[src/rtl/pwm_capture.sv]
// Purpose: measures high-time and period of an asynchronous PWM input, with stuck-high/low detection. Optional glitch filter: PWM_CAP_FILTER_EN.
// Latency: valid on the 3rd clk edge after the pwm_in rise that closes a period (5th with PWM_CAP_FILTER_EN).
// Backpressure: none; pwm_in is sampled every cycle and each result is a single-cycle valid pulse.
`timescale 1ns/1ps

module pwm_capture #(
    parameter int CNT_W = 10
) (
    input  logic             clk,
    input  logic             rst,
    input  logic             pwm_in,
    output logic [CNT_W-1:0] intensity,
    output logic [CNT_W-1:0] period,
    output logic             valid,
    output logic             stuck_hi,
    output logic             stuck_lo
);

    localparam logic [CNT_W-1:0] CNT_MAX = '1;
    localparam logic [CNT_W-1:0] CNT_ONE = {{(CNT_W-1){1'b0}}, 1'b1};
    localparam logic [CNT_W-1:0] CNT_ZERO = '0;

    typedef enum logic [1:0] {
        ST_IDLE,
        ST_ARM,
        ST_HIGH,
        ST_LOW
    } state_t;

    logic             r_sync1;
    logic             r_sync2;
    logic             r_pwm_d;
    logic             w_pwm_s;
    logic             w_rise;
    logic             w_fall;
    state_t           r_state;
    logic [CNT_W-1:0] r_hi_cnt;
    logic [CNT_W-1:0] r_per_cnt;
    logic [CNT_W-1:0] r_intensity;
    logic [CNT_W-1:0] r_period;
    logic             r_valid;
    logic             r_stuck_hi;
    logic             r_stuck_lo;

    // Two-flop synchronizer bringing the asynchronous PWM into the clk domain.
    always_ff @(posedge clk) begin
        if (!rst) begin
            r_sync1 <= 1'b0;
            r_sync2 <= 1'b0;
        end else begin
            r_sync1 <= pwm_in;
            r_sync2 <= r_sync1;
        end
    end

`ifdef PWM_CAP_FILTER_EN
    logic r_flt_h1;
    logic r_flt_h2;
    logic w_flt_all_hi;
    logic w_flt_all_lo;

    // Two previous synchronized samples; together with r_sync2 they form the 3-sample window.
    always_ff @(posedge clk) begin
        if (!rst) begin
            r_flt_h1 <= 1'b0;
            r_flt_h2 <= 1'b0;
        end else begin
            r_flt_h1 <= r_sync2;
            r_flt_h2 <= r_flt_h1;
        end
    end

    // The filtered level follows the window only when all three samples agree,
    // otherwise it holds its previous value (r_pwm_d is exactly that value).
    assign w_flt_all_hi = r_sync2 & r_flt_h1 & r_flt_h2;
    assign w_flt_all_lo = ~(r_sync2 | r_flt_h1 | r_flt_h2);
    assign w_pwm_s      = w_flt_all_hi ? 1'b1 : (w_flt_all_lo ? 1'b0 : r_pwm_d);
`else
    assign w_pwm_s = r_sync2;
`endif

    // One-cycle delayed copy of the conditioned level for edge detection.
    always_ff @(posedge clk) begin
        if (!rst) begin
            r_pwm_d <= 1'b0;
        end else begin
            r_pwm_d <= w_pwm_s;
        end
    end

    assign w_rise = w_pwm_s & ~r_pwm_d;
    assign w_fall = ~w_pwm_s & r_pwm_d;

    // Measurement FSM: arm on a fall, start on a rise, publish on the next rise.
    // Counters saturate into a timeout instead of wrapping; an edge in the
    // same cycle as the limit takes priority over the timeout.
    always_ff @(posedge clk) begin
        if (!rst) begin
            r_state     <= ST_IDLE;
            r_hi_cnt    <= CNT_ZERO;
            r_per_cnt   <= CNT_ZERO;
            r_intensity <= CNT_ZERO;
            r_period    <= CNT_ZERO;
            r_valid     <= 1'b0;
            r_stuck_hi  <= 1'b0;
            r_stuck_lo  <= 1'b0;
        end else begin
            r_valid <= 1'b0;
            case (r_state)
                ST_IDLE: begin
                    // A rise here would start a partial period, so only a fall arms.
                    if (w_fall) begin
                        r_state <= ST_ARM;
                    end
                end
                ST_ARM: begin
                    if (w_rise) begin
                        r_state   <= ST_HIGH;
                        r_hi_cnt  <= CNT_ONE;
                        r_per_cnt <= CNT_ONE;
                    end
                end
                ST_HIGH: begin
                    if (w_fall) begin
                        r_state   <= ST_LOW;
                        r_per_cnt <= r_per_cnt + CNT_ONE;
                    end else if (r_per_cnt == CNT_MAX) begin
                        r_state     <= ST_IDLE;
                        r_intensity <= CNT_MAX;
                        r_period    <= CNT_MAX;
                        r_stuck_hi  <= 1'b1;
                        r_valid     <= 1'b1;
                    end else begin
                        r_per_cnt <= r_per_cnt + CNT_ONE;
                        r_hi_cnt  <= r_hi_cnt + CNT_ONE;
                    end
                end
                ST_LOW: begin
                    if (w_rise) begin
                        r_state     <= ST_HIGH;
                        r_intensity <= r_hi_cnt;
                        r_period    <= r_per_cnt;
                        r_valid     <= 1'b1;
                        r_stuck_hi  <= 1'b0;
                        r_stuck_lo  <= 1'b0;
                        r_hi_cnt    <= CNT_ONE;
                        r_per_cnt   <= CNT_ONE;
                    end else if (r_per_cnt == CNT_MAX) begin
                        r_state     <= ST_IDLE;
                        r_intensity <= CNT_ZERO;
                        r_period    <= CNT_MAX;
                        r_stuck_lo  <= 1'b1;
                        r_valid     <= 1'b1;
                    end else begin
                        r_per_cnt <= r_per_cnt + CNT_ONE;
                    end
                end
                default: begin
                    r_state <= ST_IDLE;
                end
            endcase
        end
    end

    assign intensity = r_intensity;
    assign period    = r_period;
    assign valid     = r_valid;
    assign stuck_hi  = r_stuck_hi;
    assign stuck_lo  = r_stuck_lo;

endmodule

[config.mk]
export PLATFORM = sky130hd
export DESIGN_NAME = pwm_capture
export DESIGN_NICKNAME = d
export VERILOG_FILES = /design/src/rtl/pwm_capture.sv
export SDC_FILE = /design/constraint.sdc
export NUM_CORES = 1
export LEC_CHECK = 0
export CAP_MARGIN = 15
export CORE_ASPECT_RATIO = 1.2
export CORE_MARGIN = 3
export CORE_UTILIZATION = 49
export CTS_BUF_LIST = sky130_fd_sc_hd__clkbuf_16
export CTS_CLUSTER_SIZE = 24
export DETAILED_ROUTE_END_ITERATION = 12
export PLACE_DENSITY = 0.71
export SETUP_SLACK_MARGIN = 0.05
export SYNTH_ARGS = -nofsm -noshare
export SYNTH_HDL_FRONTEND = slang
export SYNTH_SLANG_ARGS = --single-unit
[constraint.sdc]
create_clock -name clk -period 1.6 [get_ports clk]
set_input_delay 0.32 -clock clk [delete_from_list [all_inputs] [get_ports clk]]
set_output_delay 0.32 -clock clk [all_outputs]
set_load 0.005 [all_outputs]
# Yosys cells after proc, flatten, opt, wreduce, memory -nomap -nowiden
# Index checks and enable logic that the tools add are counted.
dict set report op_classes {
  n_addsub 2
  n_eq_ne 12
  mux 32
  bitwise_logic 4
  n_reduce_logical 13
}
# op count
set op_table {}
lappend op_table {{$mux 10} 13}
lappend op_table {{$pmux 10 s2} 3}
lappend op_table {{$pmux 10 s3} 1}
lappend op_table {{$add 10x1->10 const B} 2}
lappend op_table {{$ne 2x2->1 const B} 6}
lappend op_table {{$reduce_and 4->1} 3}
lappend op_table {{$eq 10x10->1 const B} 1}
lappend op_table {{$mux 2} 5}
lappend op_table {{$pmux 2 s4} 1}
lappend op_table {{$reduce_and 2->1} 4}
lappend op_table {{$mux 1} 7}
lappend op_table {{$reduce_bool 2->1} 3}
lappend op_table {{$eq 2x2->1 const B} 2}
lappend op_table {{$pmux 1 s2} 2}
lappend op_table {{$ne 3x3->1 const B} 1}
lappend op_table {{$reduce_bool 3->1} 1}
lappend op_table {{$and 1x1->1} 2}
lappend op_table {{$eq 2x1->1 const B} 1}
lappend op_table {{$logic_not 2->1} 1}
lappend op_table {{$ne 2x1->1 const B} 1}
lappend op_table {{$not 1->1} 2}
lappend op_table {{$reduce_or 2->1} 1}
dict set report word_totals {
  ff_bits 48
  in_bits 3
  word_cells 74
}

# Logic depth before layout (Yosys ltp)
# Gate-level depths: netlist of the first run.
dict set report logic_depth {
  depth_word 4
  ltp_mapped 6
}

# Worst setup path before layout of the first run
# OpenSTA, ideal clock, no wires.
dict set report synth_path {
  path_kind {register to register}
  startpoint {register r_per_cnt[0]}
  endpoint {register r_hi_cnt[0]}
  setup_ps 116
  t_arrival_ps 1555
  required_time_ps 1484
  setup_slack_ps -71
  path_stages_with_launch 7
  path_buffers 1
  synth_period_minus_slack_ps 1671
  cell_sequence {dfxtp_1 ha_1 nand4_2 nor4_2 buf_2 nor2_1 o211a_1}
}
dict set report synth_via {
  elab_chain_len 3
}
# element line
set synth_rtl {}
lappend synth_rtl {{start: declaration} 38} ;# logic [CNT_W-1:0] r_per_cnt;
lappend synth_rtl {{start signal: assignment} 126} ;# r_per_cnt <= r_per_cnt + CNT_ONE;
lappend synth_rtl {{start signal: assignment} 134} ;# r_per_cnt <= r_per_cnt + CNT_ONE;
lappend synth_rtl {{start signal: assignment} 155} ;# r_per_cnt <= r_per_cnt + CNT_ONE;
lappend synth_rtl {{$eq 10x10->1} 127} ;# end else if (r_per_cnt == CNT_MAX) begin
lappend synth_rtl {{$ne 2x2->1 (no line)} n/a}
lappend synth_rtl {{$reduce_and 4->1 (no line)} n/a}
lappend synth_rtl {{end signal: assignment} 135} ;# r_hi_cnt <= r_hi_cnt + CNT_ONE;
lappend synth_rtl {{end: declaration} 37} ;# logic [CNT_W-1:0] r_hi_cnt;
# No other way between the ends.
# A chain may end at the register's enable or synchronous reset.

# Final worst setup path of the first run
dict set report layout_path {
  startpoint {register r_per_cnt[0]}
  endpoint {register r_intensity[7], in the netlist intensity[7]}
}
dict set report layout_via {
  elab_chain_len 3
  elab_cells_between_ends 4
  cone_classes {eq/ne (3); reduce/logical (1)}
}
# element line
set layout_rtl {}
lappend layout_rtl {{$eq 10x10->1 (*)} {127, 148}}
lappend layout_rtl {{$ne 3x3->1 (no line) / $ne 2x2->1 (equally long branches)} n/a}
lappend layout_rtl {{$reduce_and 4->1 (no line) (*)} n/a}
lappend layout_rtl {{end signal: assignment} 141} ;# r_intensity <= r_hi_cnt;
lappend layout_rtl {{end: declaration} 39} ;# logic [CNT_W-1:0] r_intensity;
# Mark *: on every way between the ends. The rest lies on a longest branch, timed or not.

==> results.toml, run 1 <==
[grt]
grt-ovfl-total = 0
first_global_vias = 2252
grt_use_total_pct = 27.23
grt_max_degree = 16
grt_pass1_wl_mm = 11.07
antenna_found_initial = 0

[status]
outcome = "complete, but fails checks"
violations = "negative setup slack"

[yosys]
synth.top_cell.area_share_pct = 44.34
ys.flop_type = "dfxtp_1"
synth_area_mm2 = 0.002167
synth.most_common_cell = "dfxtp_1"
ys_seq_area_share_pct = 44.34
synth_seq_cells = 48
synth_top_cell_by_area = "dfxtp_1"
avgSynthCellArea_um2 = 10.08
synth_enable_flop_cells = 0
synth_area_leaders = "dfxtp_1, o221a_1, o221a_2, nand2_1, mux2i_1"
synth_cells = 215
synth_nets = 220
synth_common_cells = "dfxtp_1, nand2_1, o221a_1, o221a_2"
ys_warn_count = 0
asyncSetResetFlopFracSynth_pct = 0
ys_types = 50

[clock_tree]
cts_buffers = 5
root_buffer = "clkbuf_16"
postCtsHoldBufs = 0
cts_max_level = 2
cts_buffer_depth = 2
clk_pin_slew_ns = 0.06
cts_tree = "done"
cts.sinks = 48
insertion_delay_ns = 0.29

[power]
p_leak_nw = 1.399
p_total_mw = 2.462
power_density_mw_per_mm2 = 719.3
peakVddDrop_v = 0.0006309

[timing]
worst_hold_slack_ns = 0.4611
fin_crit_ns = 1.802
hold_viol_final = 0
rsz0062_at_grt = "true"
clock_skew_ns = 0.006529
timing.fmax_ghz = 0.5550
worst_pin_slew_ns = 0.4192
relSlewSlack_pct = 71.84
report.final.slew_viol_count = 0
min_period_over_period_pct = 112.6
setup_slack_ns = -0.2017
setup_viol = 43

[drt]
drt-vias-per-instance = 6.534
drcViolationCount = 0
wirelength_mm = 7.631
ant_nets = 0
first_pass_iters = 4
drt_iter0_drc = 207
vias = 2287
avgRoutedWirePerCell_um = 21.80

[placement]
port-buffer-count = 25
gp_congestion = 0.8539
dp_slack_ns = -0.1541
dp.final_hpwl_mm = 4.070
placed_area_mm2 = 0.002746

[setup_path]
r2r-end = "intensity[7]"
criticalPathCategory = "flop to flop"
cp-end-kind = "flop"
worstPathArrival_ns = 2.03
r2r_slack_ns = -0.20
cp_data_required_time_ns = 1.83
startpoint_type = "flop"
crit_path_max_fanout = 6
rr_startpoint = "r_per_cnt[0]"
crit_path_start = "r_per_cnt[0]"
reg2regPathDepth = 7

[cells_and_area]
layout.nets = 300
post-route-cell-area_mm2 = 0.003423
syn_to_final_growth_pct = 57.97
diodes = 0
fin_util_pct = 83.54
drive_gt1_share_pct = 41.55

[die]
die_x_um = 66.71
die_h_um = 78.85
coreArea_mm2 = 0.004098
ios = 26
num_rows = 25
start_util_pct = 52.89
die-area_mm2 = 0.005260

[min_path]
min_from = "r_sync1"
min_path_cells = 1
hold_class = "flop to flop"
hold_end = "r_sync2"

[run]
maxCapViolCount = 0
[flip-flops by register name, indices dropped and copies added (netlist names)]
register,flops
intensity,10
period,10
r_hi_cnt,10
r_per_cnt,10
r_pwm_d,1
r_state,2
r_sync1,1
r_sync2,1
stuck_hi,1
stuck_lo,1
valid,1
[cell type report]
cell class	instances	area [µm²]
fill	214	674.4
timing repair buffer	85	759.5
clock inverter	3	37.54
clock buffer	5	125.1
multi-input combinational	152	1434
inverter	3	15.01
tap	54	67.56
sequential	48	984.7
[layout by cell type, fill, tap and decap left out, drive strengths merged, types with 4 or more instances in the layout]
cell type / synthesis / routed
buf: 8 / 60
dfxtp: 48 / 48
clkdlybuf4s50: 0 / 25
o221a: 21 / 24
nand2: 21 / 21
a21oi: 8 / 8
nand2b: 8 / 8
nand4: 7 / 7
nand3: 7 / 7
nor2: 7 / 7
and2: 7 / 7
mux2i: 6 / 6
clkbuf: 7 / 5
or4: 5 / 5
nor4: 5 / 5
o21a: 4 / 4
o211a: 4 / 4
o31ai: 4 / 4
[cell families after synthesis]
group / Yosys count / synth area share (%)
XOR/XNOR: 1 / 0.4042
multiplexers: 6 / 2.771
AND/OR/NAND/NOR: 85 / 23.96
buffers and inverters: 18 / 4.561
flip-flops: 48 / 44.34
AO/OA/AOI/OAI: 55 / 22.81
adder cells (fa/ha/maj): 2 / 1.155
[worst max-delay path, stage by stage (launching register included)]
cell and delay (ns):
dfxtp_2 0.35, ha_4 0.15, nand4_1 0.12, buf_4 0.19, nor4b_4 0.29, buf_4 0.18, o221a_4 0.25, o221a_2 0.21
[timing repair]
| action | CTS | global route |
|---|---|---|
| pin swaps | 17 | 25 |
| buffers inserted | 9 | 16 |
| gates cloned | 3 | 0 |
| hold endpoints to repair | 0 | 0 |
| setup endpoints to repair | 40 | 43 |
| gates resized for setup | 26 | 34 |
[layer usage]
layer	global-route usage (%)	up-vias	wire, µm
li1	-	1000	-
met1	29.97	1142	2929
met2	48.31	109	3976
met3	6.789	36	401
met4	11.99	0	323
met5	0	-	0
[per-stage QoR]
stage,setup TNS (ns),instances
after floorplan,-0.8771,215
after global placement,-0.6750,314
after detailed placement,-2.696,314
after CTS,-1.020,334
after global routing,-8.350,350
final,-5.778,350
[report_power, final]
group / switching (mW) / internal, mW / leakage [nW]
Clock: 0.433 / 0.726 / 0.0789
Combinational: 0.0553 / 0.0478 / 0.927
Sequential: 0.00588 / 1.19 / 0.394
Total: 0.494 / 1.97 / 1.40
[how the worst max path moves through the flow]
stage,endpoint,depth (start not counted)
6_report,intensity[7],7
3_5_place_dp,r_per_cnt[4],4
3_3_place_gp,r_per_cnt[4],4
2_1_floorplan,intensity[1],6
4_1_cts,period[5],7
5_1_grt,intensity[7],7
(Power assumes the default switching activity.)
==> inputs of run 2 (changes only) <==
--- a/config.mk
+++ b/config.mk
@@ -13,7 +13,9 @@
 export CTS_CLUSTER_SIZE = 24
 export DETAILED_ROUTE_END_ITERATION = 12
 export PLACE_DENSITY = 0.71
+export RECOVER_POWER = 25
 export SETUP_SLACK_MARGIN = 0.05
+export SKIP_LAST_GASP = 1
 export SYNTH_ARGS = -nofsm -noshare
 export SYNTH_HDL_FRONTEND = slang
 export SYNTH_SLANG_ARGS = --single-unit
==> run 2 against run 1 <==
Against the previous run:
- the flow still finishes with violations (negative setup slack)
- via count decreased by 3.7%
- combinational power fell by 8%
- register-to-register slack gained 0.02 ns
- routed wire length shrank 3.3%
- hold slack got worse by 0.0036 ns
- total power is essentially flat
- design area decreased by 1.5%
- count of clock-buffer cells in the layout unchanged
- critical path type unchanged
- largest cell class unchanged
- largest power group unchanged
- highest routed layer unchanged
==> results.toml, run 2 (synthesis results as in run 1) <==
[status]
outcome = "complete, but fails checks"
violations = "negative setup slack"

[power]
pwr-share-comb_pct = 3.9
peakVddDrop_v = 0.0006339
pwr-share-clk_pct = 47.3
switching_share_pct = 20.18
power_density_mw_per_mm2 = 729.8
seq_power_share_pct = 48.8
p_total_mw = 2.461
internal_power_mw = 1.964
p_leak_nw = 1.374
p_switching_mw = 0.4965

[placement]
port-buffer-count = 25
dp_cells = 314
gp_congestion = 0.8539
dp.final_hpwl_mm = 4.070
placed_area_mm2 = 0.002746
dp_slack_ns = -0.1541

[timing]
worst_hold_slack_ns = 0.4576
worst_pin_slew_ns = 0.4730
timing.fmax_ghz = 0.5604
relSlewSlack_pct = 68.38
setup_slack_ns = -0.1845
hold_viol_final = 0
rsz0062_at_grt = "true"
fin_crit_ns = 1.784
setup-tns-final_ns = -3.593
min_period_over_period_pct = 111.5
clock_skew_ns = 0.006804
report.final.slew_viol_count = 0
setup_viol = 32

[clock_tree]
postCtsHoldBufs = 0
cts_tree = "done"
insertion_delay_ns = 0.29
cts_max_level = 2
clk_pin_slew_ns = 0.06
cts_buffer_depth = 2
cts_buffers = 5
cts.sinks = 48
root_buffer = "clkbuf_16"

[drt]
avgRoutedWirePerCell_um = 21.32
ant_nets = 0
wirelength_mm = 7.377
drcViolationCount = 0
first_pass_iters = 4
drt-vias-per-instance = 6.367
drt_iter0_drc = 143
vias = 2203

[cells_and_area]
fin_util_pct = 82.29
instances_no_fill = 346
fillers = 230
post-route-cell-area_mm2 = 0.003372
syn_to_final_growth_pct = 55.60
drive_gt1_share_pct = 41.10
layout_common_cells = "buf_4, dfxtp_1, nand2_1, clkdlybuf4s50_1"
diodes = 0
final_common_cell = "buf_4"
layout.nets = 296

[grt]
grt_max_degree = 16
grt-ovfl-total = 0
grt_pass1_wl_mm = 11.34
grt_use_total_pct = 28.19
antenna_found_initial = 0
first_global_vias = 2280

[die]
die-area_mm2 = 0.005260
die_x_um = 66.71
die_h_um = 78.85
start_util_pct = 52.89
ios = 26
num_rows = 25
coreArea_mm2 = 0.004098

[setup_path]
crit_path_max_fanout = 6
cp_data_required_time_ns = 1.83
startpoint_type = "flop"
criticalPathCategory = "flop to flop"
cp-end-kind = "flop"
worstPathArrival_ns = 2.02

[run]
maxCapViolCount = 0

[min_path]
hold_class = "flop to flop"
-- run 2: power groups by stage --
stage	combinational (mW)	clock, mW	sequential [mW]
2_1_floorplan	0.0411	0	1.23
4_1_cts	0.0893	1.17	1.21
3_3_place_gp	0.0763	0	1.23
5_1_grt	0.102	1.23	1.20
6_report	0.0952	1.16	1.20
3_5_place_dp	0.0801	0	1.23
-- run 2: path summary, 6_finish.rpt --
| path | start | endpoint | slack [ns] | cells past startpoint |
|---|---|---|---|---|
| max | r_per_cnt[0] | intensity[7] | -0.18 | 7 |
| min | r_sync1 | r_sync2 | 0.46 | 1 |
| max reg2reg | r_per_cnt[0] | intensity[7] | -0.18 | 7 |
| min reg2reg | r_sync1 | r_sync2 | 0.46 | 1 |
-- run 2: cell type report --
type,instances,area [µm²],area share [%]
clock buffer,5,125.1,3.711
clock inverter,3,37.54,1.113
inverter,3,15.01,0.4453
multi-input combinational,152,1424,42.23
sequential,48,984.7,29.20
tap,54,67.56,2.004
timing repair buffer,81,718.2,21.30
-- run 2: routing by layer --
| metal | share of wire [%] | up-vias | global-route usage, % |
|---|---|---|---|
| li1 | - | 991 | - |
| met1 | 38 | 1079 | 31.18 |
| met2 | 53 | 102 | 49.90 |
| met3 | 5.1 | 31 | 5.375 |
| met4 | 4.2 | 0 | 14.63 |
| met5 | 0 | - | 0 |
-- run 2: what timing repair did --
item                       in CTS  in global routing
cloned                          3                  0
hold endpoints to repair        0                  0
setup endpoints to repair      40                 44
pin swaps                      16                 23
resized for setup              23                 35
setup buffers                   9                 12
-- run 2: critical path, cell delays in order (launching register included) --
cell and delay, ns:
dfxtp_4 0.37, ha_4 0.16, nand4_1 0.11, buf_4 0.17, nor4b_4 0.27, buf_4 0.19
o221a_4 0.25, o221a_2 0.21
==> variant, RTL diff (flow settings as in run 1) <==
The option `PWM_CAP_FILTER_EN` is turned on by a define.
--- a/src/rtl/pwm_capture.sv
+++ b/src/rtl/pwm_capture.sv
@@ -4,2 +4,4 @@
 `timescale 1ns/1ps
+
+`define PWM_CAP_FILTER_EN
 
Formal check against the unedited RTL: not equivalent (a bounded check fails within 10 cycles, from zero or initial values and one cycle with rst low).
==> variant against run 1 <==
- the run still ends with negative setup slack left
- clock skew decreased by 0.60 ps
- global-route usage shrank 2.2 points
- wire length down 13%
- sequential cell count up 2
- synthesized area is 4.2% higher
- cell area up 2.5%
- worst setup slack improved by 120 ps
- critical path type unchanged
- largest cell class unchanged
Power is not compared: it rests on default switching activity, and its combinational part moved more than twofold at a synthesized area within 25%.
==> variant: results (changes against run 1) <==
status=finished with violations (unchanged); failing checks=negative setup slack (unchanged); DR WL/cell=18.0 µm (was 21.8 µm); XOR/XNOR share of the synthesized area=0.0116 (was 0.00404); Avg Inst Size Synth=9.86 µm² (was 10.1 µm²); Slew @ Worst Pin=384 ps (was 419 ps); layout cells sized above 1=0.481 (was 0.416); Die ar.=5460 µm² (was 5260 µm²); nets@finish=316 (was 300); vias in the first global route=2115 (was 2252); Synth Area in Adders=0.0111 (was 0.0115); Synth Area in Compound Gates=0.262 (was 0.228); mux contribution to synthesized area=0.00499 (was 0.0277); largest net degree at the start of global routing=23 (was 16); vias per cell=6.05 (was 6.53); placed instance count=349 (was 314); Area after DPL=3000 µm² (was 2750 µm²); Synth cell types=52 (was 50); Worst path max stage delay=580 ps (was 350 ps); Multi-Input Combinational=164 (was 152); Non-CTS buffers=86 (was 85); Post-DP HPWL=4010 µm (was 4070 µm); register area=1010 µm² (was 985 µm²); largest cells by area after synthesis=dfxtp_1, o221a_2, and2_1, a21oi_1, o31ai_1 (was dfxtp_1, o221a_1, o221a_2, nand2_1, mux2i_1); Final Setup Violations=30 (was 43); worst hold margin=437 ps (was 461 ps); DRT iter0 DRCs=147 (was 207); postcts setup bufs=6 (was 9); CTS resizes=45 (was 26); latest clock arrival within the worst-skew pair=290 ps (about the same); crit-path max FO=7 (was 6); filler cell count=288 (was 214); Seq cells=50 (was 48); r2r worst-path depth=5 (was 7); Clock Skew=5.93 ps (was 6.53 ps); pre-CTS WS=-417 ps (was -154 ps); CP max-delay cell=or4b_4 (was dfxtp_2); Worst Setup Slack, final=-84.8 ps (was -202 ps); register area share after synthesis=0.443 (about the same); first-pass GRT wire length=10500 µm (was 11100 µm); arrival time worst endpoint=1860 ps (was 2030 ps); worst reg2reg path endpoint=r_hi_cnt[5]$_SDFFE_PN0P_ (was intensity[7]$_SDFFE_PN0P_); setup_tns=-1490 ps (was -5780 ps); Layout non-clock buf frac=0.223 (was 0.222); multi-input combinational area share=0.422 (was 0.419); inverters=4 (was 3); GR Util All Layers=0.250 (was 0.272); total number of vias=2226 (was 2287); Clock-cell share=0.0424 (was 0.0475)
variant: worst max-delay path, delay by kind of cell, from the launching register on:
| kind | cells | cell delay, ps |
|---|---|---|
| buffers and inverters | 1 | 160 |
| AND/OR/NAND/NOR | 2 | 620 |
| flip-flops | 1 | 320 |
| multiplexers | 1 | 270 |
| AO/OA/AOI/OAI | 1 | 210 |
variant: worst max-delay path by stage:
| stage | start | to | slack, ps | cells past startpoint |
|---|---|---|---|---|
| floorplan | r_flt_h2$_SDFF_PN0_ | r_hi_cnt[0]$_SDFFE_PN0P_ | -60 | 6 |
| finish | r_flt_h1$_SDFF_PN0_ | r_hi_cnt[5]$_SDFFE_PN0P_ | -80 | 5 |
| global route | r_flt_h1$_SDFF_PN0_ | r_hi_cnt[5]$_SDFFE_PN0P_ | -120 | 5 |
| CTS | r_flt_h1$_SDFF_PN0_ | period[9]$_SDFFE_PN0P_ | -90 | 5 |
| detailed placement | r_per_cnt[0]$_SDFFE_PN0P_ | period[7]$_SDFFE_PN0P_ | -420 | 5 |
| global placement | r_per_cnt[0]$_SDFFE_PN0P_ | intensity[9]$_SDFFE_PN0P_ | -360 | 5 |
variant: cell families (layout without fill, tap and decap cells):
family | after synthesis | count (layout)
AND/OR/NAND/NOR | 82 | 82
AO/OA/AOI/OAI | 73 | 76
flip-flops | 50 | 50
buffers and inverters | 18 | 98
XOR/XNOR | 3 | 3
adder cells (fa/ha/maj) | 2 | 2
multiplexers | 1 | 1
variant: layer usage:
metal | GRT usage | part of all wire | up-vias
li1 | - | - | 1061
met1 | 0.314 | 0.43 | 1087
met2 | 0.432 | 0.51 | 65
met3 | 0.0434 | 0.035 | 13
met4 | 0.0656 | 0.020 | 0
met5 | 0 | 0 | -
